`src/rtl/mem_arb_pkg.sv`:
```
// Shared types and width defaults for the CPU/debug data-memory arbiter.
package mem_arb_pkg;

  localparam int DEF_DATA_W = 32;
  localparam int DEF_ADDR_W = 32;

  typedef enum logic [2:0] {
    IDLE  = 3'd0,
    ISSUE = 3'd1,
    WAIT  = 3'd2,
    RESP  = 3'd3,
    DONE  = 3'd4
  } state_e;

  typedef enum logic {
    CPU = 1'b0,
    DBG = 1'b1
  } owner_e;

endpackage

```
`src/rtl/mem_arbiter_if.sv`:
```
// Bundle of the CPU MEM-stage port, the debug/loader port and the memory command port.
interface mem_arbiter_if import mem_arb_pkg::*; #(
  parameter int DATA_W = DEF_DATA_W,
  parameter int ADDR_W = DEF_ADDR_W
) ();

  logic              cpu_read;
  logic              cpu_write;
  logic [ADDR_W-1:0] cpu_addr;
  logic [DATA_W-1:0] cpu_wdata;
  logic [DATA_W-1:0] cpu_rdata;
  logic              cpu_stall;

  logic              dbg_req;
  logic              dbg_we;
  logic [ADDR_W-1:0] dbg_addr;
  logic [DATA_W-1:0] dbg_wdata;
  logic [DATA_W-1:0] dbg_rdata;
  logic              dbg_ack;

  logic              mem_en;
  logic              mem_we;
  logic [ADDR_W-1:0] mem_addr;
  logic [DATA_W-1:0] mem_wdata;
  logic [DATA_W-1:0] mem_rdata;

  // Arbiter side.
  modport slave (
    input  cpu_read, cpu_write, cpu_addr, cpu_wdata,
    input  dbg_req, dbg_we, dbg_addr, dbg_wdata,
    input  mem_rdata,
    output cpu_rdata, cpu_stall, dbg_rdata, dbg_ack,
    output mem_en, mem_we, mem_addr, mem_wdata
  );

  // Requesters plus memory side.
  modport master (
    output cpu_read, cpu_write, cpu_addr, cpu_wdata,
    output dbg_req, dbg_we, dbg_addr, dbg_wdata,
    output mem_rdata,
    input  cpu_rdata, cpu_stall, dbg_rdata, dbg_ack,
    input  mem_en, mem_we, mem_addr, mem_wdata
  );

endinterface

```
`src/rtl/mem_arb_rr.sv`:
```
// Two-requester round-robin pick: on a tie the requester that was not served last wins.
module mem_arb_rr import mem_arb_pkg::*; (
  input  logic   req_cpu,
  input  logic   req_dbg,
  input  owner_e last_owner,
  output logic   gnt_vld,
  output owner_e gnt_owner
);

  always_comb begin
    gnt_vld   = req_cpu | req_dbg;
    gnt_owner = CPU;
    if (req_cpu && req_dbg) begin
      gnt_owner = (last_owner == CPU) ? DBG : CPU;
    end else if (req_dbg) begin
      gnt_owner = DBG;
    end
  end

endmodule

```
`src/rtl/mem_arbiter.sv`:
```
// Shares one single-port data memory between the CPU MEM stage and a debug/loader port.
// Each access runs IDLE -> ISSUE -> WAIT(LATENCY-1) -> RESP -> DONE.
module mem_arbiter import mem_arb_pkg::*; #(
  parameter int DATA_W  = DEF_DATA_W,
  parameter int ADDR_W  = DEF_ADDR_W,
  parameter int LATENCY = 2
) (
  input logic          clk,
  input logic          reset,
  mem_arbiter_if.slave bus
);

  localparam logic [2:0]        WAIT_LOAD = (LATENCY > 1) ? 3'(LATENCY - 2) : 3'd0;
  localparam logic [ADDR_W-1:0] WORD_MASK = ~ADDR_W'(3);

  state_e            state, state_nxt;
  owner_e            owner, last_owner, gnt_owner;
  logic              gnt_vld;
  logic              cpu_req;
  logic [2:0]        cnt;
  logic              we_q;

  logic [ADDR_W-1:0] sel_addr;
  logic [DATA_W-1:0] sel_wdata;
  logic              sel_we;

  logic              mem_en_q, mem_we_q, dbg_ack_q;
  logic [ADDR_W-1:0] mem_addr_q;
  logic [DATA_W-1:0] mem_wdata_q, cpu_rdata_q, dbg_rdata_q;

  // cpu_read with cpu_write both high is a store.
  assign cpu_req = bus.cpu_read | bus.cpu_write;

  mem_arb_rr u_rr (
    .req_cpu    (cpu_req),
    .req_dbg    (bus.dbg_req),
    .last_owner (last_owner),
    .gnt_vld    (gnt_vld),
    .gnt_owner  (gnt_owner)
  );

  always_comb begin
    sel_addr  = bus.cpu_addr;
    sel_wdata = bus.cpu_wdata;
    sel_we    = bus.cpu_write;
    if (gnt_owner == DBG) begin
      sel_addr  = bus.dbg_addr;
      sel_wdata = bus.dbg_wdata;
      sel_we    = bus.dbg_we;
    end
  end

  always_ff @(posedge clk or negedge reset) begin
    if (!reset) state <= IDLE;
    else        state <= state_nxt;
  end

  always_comb begin
    state_nxt = state;
    case (state)
      IDLE:    if (gnt_vld) state_nxt = ISSUE;
      ISSUE:   state_nxt = (LATENCY == 1) ? RESP : WAIT;
      WAIT:    if (cnt == 3'd0) state_nxt = RESP;
      RESP:    state_nxt = DONE;
      DONE:    state_nxt = IDLE;
      default: state_nxt = IDLE;
    endcase
  end

  // Grant capture: the memory command registers double as the latched request.
  always_ff @(posedge clk or negedge reset) begin
    if (!reset) begin
      owner       <= CPU;
      last_owner  <= DBG;
      cnt         <= 3'd0;
      we_q        <= 1'b0;
      mem_en_q    <= 1'b0;
      mem_we_q    <= 1'b0;
      mem_addr_q  <= '0;
      mem_wdata_q <= '0;
      cpu_rdata_q <= '0;
      dbg_rdata_q <= '0;
      dbg_ack_q   <= 1'b0;
    end else begin
      mem_en_q  <= 1'b0;
      mem_we_q  <= 1'b0;
      dbg_ack_q <= 1'b0;
      case (state)
        IDLE: begin
          if (gnt_vld) begin
            owner       <= gnt_owner;
            last_owner  <= gnt_owner;
            we_q        <= sel_we;
            mem_en_q    <= 1'b1;
            mem_we_q    <= sel_we;
            mem_addr_q  <= sel_addr & WORD_MASK;
            mem_wdata_q <= sel_wdata;
          end
        end
        ISSUE: cnt <= WAIT_LOAD;
        WAIT:  if (cnt != 3'd0) cnt <= cnt - 3'd1;
        // mem_rdata is valid in RESP; only the owner's read register moves.
        RESP: begin
          if (!we_q) begin
            if (owner == CPU) cpu_rdata_q <= bus.mem_rdata;
            else              dbg_rdata_q <= bus.mem_rdata;
          end
          dbg_ack_q <= (owner == DBG);
        end
        default: ;
      endcase
    end
  end

  assign bus.cpu_stall = cpu_req & ~((state == DONE) && (owner == CPU));
  assign bus.cpu_rdata = cpu_rdata_q;
  assign bus.dbg_rdata = dbg_rdata_q;
  assign bus.dbg_ack   = dbg_ack_q;
  assign bus.mem_en    = mem_en_q;
  assign bus.mem_we    = mem_we_q;
  assign bus.mem_addr  = mem_addr_q;
  assign bus.mem_wdata = mem_wdata_q;

endmodule

```
`src/flat_wrapper.sv`:
```
// flat-port wrapper written by rule: the top's interface ports become plain ports
module mem_arbiter_flat import mem_arb_pkg::*;
#(
  parameter int DATA_W  = DEF_DATA_W,
  parameter int ADDR_W  = DEF_ADDR_W,
  parameter int LATENCY = 2
)
  (clk, reset, bus_cpu_read, bus_cpu_write, bus_cpu_addr, bus_cpu_wdata, bus_dbg_req, bus_dbg_we, bus_dbg_addr, bus_dbg_wdata, bus_mem_rdata, bus_cpu_rdata, bus_cpu_stall, bus_dbg_rdata, bus_dbg_ack, bus_mem_en, bus_mem_we, bus_mem_addr, bus_mem_wdata);
  mem_arbiter_if #(.DATA_W(DATA_W), .ADDR_W(ADDR_W)) bus_i ();
  input logic clk;
  input logic reset;
  input wire logic [$bits(bus_i.cpu_read)-1:0] bus_cpu_read;
  input wire logic [$bits(bus_i.cpu_write)-1:0] bus_cpu_write;
  input wire logic [$bits(bus_i.cpu_addr)-1:0] bus_cpu_addr;
  input wire logic [$bits(bus_i.cpu_wdata)-1:0] bus_cpu_wdata;
  input wire logic [$bits(bus_i.dbg_req)-1:0] bus_dbg_req;
  input wire logic [$bits(bus_i.dbg_we)-1:0] bus_dbg_we;
  input wire logic [$bits(bus_i.dbg_addr)-1:0] bus_dbg_addr;
  input wire logic [$bits(bus_i.dbg_wdata)-1:0] bus_dbg_wdata;
  input wire logic [$bits(bus_i.mem_rdata)-1:0] bus_mem_rdata;
  output wire logic [$bits(bus_i.cpu_rdata)-1:0] bus_cpu_rdata;
  output wire logic [$bits(bus_i.cpu_stall)-1:0] bus_cpu_stall;
  output wire logic [$bits(bus_i.dbg_rdata)-1:0] bus_dbg_rdata;
  output wire logic [$bits(bus_i.dbg_ack)-1:0] bus_dbg_ack;
  output wire logic [$bits(bus_i.mem_en)-1:0] bus_mem_en;
  output wire logic [$bits(bus_i.mem_we)-1:0] bus_mem_we;
  output wire logic [$bits(bus_i.mem_addr)-1:0] bus_mem_addr;
  output wire logic [$bits(bus_i.mem_wdata)-1:0] bus_mem_wdata;
  assign bus_i.cpu_read = bus_cpu_read;
  assign bus_i.cpu_write = bus_cpu_write;
  assign bus_i.cpu_addr = bus_cpu_addr;
  assign bus_i.cpu_wdata = bus_cpu_wdata;
  assign bus_i.dbg_req = bus_dbg_req;
  assign bus_i.dbg_we = bus_dbg_we;
  assign bus_i.dbg_addr = bus_dbg_addr;
  assign bus_i.dbg_wdata = bus_dbg_wdata;
  assign bus_i.mem_rdata = bus_mem_rdata;
  assign bus_cpu_rdata = bus_i.cpu_rdata;
  assign bus_cpu_stall = bus_i.cpu_stall;
  assign bus_dbg_rdata = bus_i.dbg_rdata;
  assign bus_dbg_ack = bus_i.dbg_ack;
  assign bus_mem_en = bus_i.mem_en;
  assign bus_mem_we = bus_i.mem_we;
  assign bus_mem_addr = bus_i.mem_addr;
  assign bus_mem_wdata = bus_i.mem_wdata;
  mem_arbiter #(.DATA_W(DATA_W), .ADDR_W(ADDR_W), .LATENCY(LATENCY)) u_core (.clk(clk), .reset(reset), .bus(bus_i));
endmodule
```
`config.mk`:
```
export PLATFORM = sky130hd
export DESIGN_NAME = mem_arbiter_flat
export DESIGN_NICKNAME = d
export VERILOG_FILES = /design/src/rtl/mem_arb_pkg.sv /design/src/rtl/mem_arbiter_if.sv /design/src/rtl/mem_arb_rr.sv /design/src/rtl/mem_arbiter.sv /design/src/flat_wrapper.sv
export SDC_FILE = /design/constraint.sdc
export NUM_CORES = 1
export LEC_CHECK = 0
export CORE_MARGIN = 2
export CORE_UTILIZATION = 37
export DETAILED_ROUTE_END_ITERATION = 8
export HOLD_SLACK_MARGIN = 0.02
export PLACE_DENSITY = 0.77
export SLEW_MARGIN = 15
export SYNTH_ARGS = -nofsm -noshare
export SYNTH_HDL_FRONTEND = slang
export SYNTH_SLANG_ARGS = --single-unit
```
`constraint.sdc`:
```
create_clock -name clk -period 1.6 [get_ports clk]
set_input_delay 0.32 -clock clk [delete_from_list [all_inputs] [get_ports clk]]
set_output_delay 0.32 -clock clk [all_outputs]
set_load 0.03 [all_outputs]
```
==> metrics.csv <==
stage;metric;value;unit
finish;most common cell after layout, fill and taps aside;clkdlybuf4s50_1;
timing;final clock period utilization by the worst path;1.11;
floorplanning;Die X;134;um
timing;Slew Limit Fails;0;
place;PortBufs;291;
setup_path;Critical Path AT;2100;ps
drt;Post-Route WL;22.7;mm
power;clock power share;0.173;
clock_network;Clock Tree Buf Depth;2;
global_route;largest net degree at the start of global routing;63;
finish;P&R area growth vs syn;75.8;%
power;Seq pwr share;0.262;
finish;final std cells w/o fill;1106;
drt;first drt pass iteration count;5;
drt;average routed wire per standard cell;20.5;um
setup_path;Worst EP required;1920;ps
place;placed cells;1048;
floorplanning;die height;134;um
clock_network;insertion delay to the later sink of the worst-skew pair;420;ps
global_route;total gr overflow;0;
timing;PnR worst setup slack;-172;ps
clock_network;Clk pin slew, worst setup/hold paths;60;ps
drt;met2 wire len;11.7;mm
power;Power Internal;13.7;mW
place;placed cell areas;0.00960;mm^2
power;Lkg Pwr;4.71;nW
power;VDD IR max;1.16;mV
synthesis;Synth area leader;dfrtp_1;
setup_path;RR Startpoint;u_core.state[2];
clock_network;CTS tree;done;
finish;commonest cells after routing, fill and taps aside;clkdlybuf4s50_1 (159), dfrtp_1 (137), dlygate4sd2_1 (129);
clock_network;H-tree Lvls;4;
synthesis;Mapped Avg Cell Area;11.2;um^2
floorplanning;I/O pin count;298;
synthesis;Synth Flop Type;dfrtp_1;
global_route;first-pass GRT wire length;32.8;mm
drt;post-route DRC violation count;0;
outcome;status;complete, but fails checks;
place;pre-CTS setup slack;-347;ps
synthesis;synthesized flop and latch total;138;
drt;Iteration-0 DRC Markers;316;
synthesis;Async SR Flop Fraction;1.00;
timing;Final setup viols;90;
global_route;initial antenna violation count;0;
synthesis;post-synthesis sequential area ratio;0.555;
floorplanning;num rows;47;
drt;DR WL met3;1.98;mm
power;switching share of power;0.427;
power;Logic pwr share;0.565;
drt;vias;5995;
timing;min cycle time layout;1770;ps
drt;top routing layer in use;met4;
setup_path;crit path kind;flip-flop to flip-flop;
synthesis;Cell variety after synth;39;
finish;final core occ;0.662;
place;GPL Wtd Cong;0.805;
min_path;Hold Path Class;input pin to flip-flop;
setup_path;kind of end point of the critical path;flip-flop;
floorplanning;Initial Util;0.377;
finish;n_diodes;0;
synthesis;post-synth top area share;0.551;
outcome;failing checks;negative setup slack;
clock_network;root buffer cell;clkbuf_16;
finish;Final Cell Area;0.0109;mm^2
drt;ANT nets after route;0;
timing;setup_tns;-8920;ps
global_route;vias in the first global route;5929;
synthesis;Post-synth EDFFs;0;
synthesis;Synth area leaders;dfrtp_1 (55%), mux2_4 (7.2%), a31oi_1 (6.2%);
timing;RSZ-0062 raised after global routing;yes;
setup_path;CP max FO;8;
drt;vias per cell;5.42;
setup_path;launch point of the critical path;u_core.state[2];
timing;Worst Skew;10.4;ps
drt;wire length on met1;8.63;mm
power;NetSw;10.2;mW
timing;final hold violation count;0;
synthesis;post-synthesis cell area;0.00622;mm^2
clock_network;CTS Sinks;138;
flow_run;Max Cap Viol;0;
synthesis;Synth Instances;554;
power;pwr dens;2180;mW/mm^2
place;detailed placer's ending HPWL;13.9;mm
synthesis;Warnings, synthesis;0;
global_route;GRT Total Usage;0.236;
finish;share of cells above drive strength 1;0.228;
floorplanning;Total Die Area;0.0179;mm^2
clock_network;CTS buffer count;17;
finish;Final nets;1041;
floorplanning;Core Region;0.0165;mm^2
timing;max frequency;564;MHz
setup_path;Worst setup SP type;flip-flop;
min_path;min-delay src;bus_dbg_req;
==> metal layers <==
metal,track usage,vias up
met5,0,-
li1,-,2696
met4,0.0757,0
met3,0.0814,41
met2,0.401,320
met1,0.282,2938
==> worst paths after layout <==
| path | to | slack (ps) | cells past startpoint |
|---|---|---|---|
| min in group asynchronous | u_core.bus.cpu_rdata[3] | 400 | 2 |
| max in group asynchronous | u_core.last_owner | 590 | 3 |
| worst max-delay path | u_core.bus.mem_wdata[16] | -170 | 9 |
| worst max register to register | u_core.bus.mem_wdata[16] | -170 | 9 |
| worst min-delay path | u_core.bus.mem_wdata[5] | 380 | 4 |
| worst min register to register | u_core.bus.cpu_rdata[14] | 500 | 1 |
==> metrics by stage <==
| step | power (mW) | hold WS, ps |
|---|---|---|
| 2_1_floorplan | 13.2 | 24.4 |
| 3_3_place_gp | 18.4 | 283 |
| 3_5_place_dp | 18.6 | 278 |
| 4_1_cts | 22.1 | 373 |
| 5_1_grt | 25.0 | 395 |
| 6_report | 23.9 | 380 |
==> registers in the layout (all words and copies together) (netlist names) <==
register,flops
u_core.bus.cpu_rdata,32
u_core.bus.dbg_ack,1
u_core.bus.dbg_rdata,32
u_core.bus.mem_addr,30
u_core.bus.mem_en,1
u_core.bus.mem_wdata,32
u_core.bus.mem_we,1
u_core.cnt,3
u_core.last_owner,1
u_core.owner,1
u_core.state,3
u_core.we_q,1
==> synth_stat cells (2+ instances only) <==
cell type  count
nand3_1       62
ha_1           2
dfrtp_1      137
clkbuf_1      39
inv_1          4
a31oi_1       62
a22o_1         3
buf_2          9
o21ai_0       67
mux2_2        32
a21oi_1       62
o2bb2ai_1      2
buf_12         3
mux2_4        30
mux2_1         2
nor2_1         6
buf_4          2
or3_2          2
nand2_1        6
buf_6          3
==> worst max-delay path: stages (launching register included) <==
cell and delay [ps]:
dfrtp_1 390, buf_6 130, buf_12 120, buf_6 110
nor3_4 240, buf_6 160, buf_8 140, buf_12 140
a21oi_1 80, a31oi_1 180
==> kinds of logic after synthesis <==
logic type | count (synthesis) | synth area share
other | 1 | 0.000603
buffers and inverters | 61 | 0.0513
XOR/XNOR | 1 | 0.00141
flip-flops | 138 | 0.555
AO/OA/AOI/OAI | 200 | 0.178
AND/OR/NAND/NOR | 87 | 0.0760
multiplexers | 64 | 0.134
adder cells (fa/ha/maj) | 2 | 0.00402
==> repair_timing <==
action                                  CTS  global route
endpoints found under the setup margin  158           130
cloned                                    4            11
hold buffers                              1             0
pin swaps                                 3            15
resized for setup                       161            77
endpoints found under the hold margin    39             0
buffers inserted                          3            10
==> power by group through the flow <==
stage	Sequential (mW)	Clock (mW)	Combinational, mW
final	6.25	4.14	13.5
after global routing	6.44	4.38	14.2
after CTS	6.13	4.19	11.7
after detailed placement	6.22	0	12.4
after global placement	6.14	0	12.3
after floorplan	9.38	0	3.83
==> layout make-up <==
cell class | count | area (um^2)
fill | 1254 | 5590
timing repair buffer | 354 | 3720
sequential | 138 | 3450
multi-input combinational | 356 | 2830
clock buffer | 18 | 429
tap | 220 | 275
clock inverter | 14 | 184
inverter | 5 | 31.3
timing repair inverter | 1 | 11.3
Note: power is estimated with default switching activity, not from simulation.
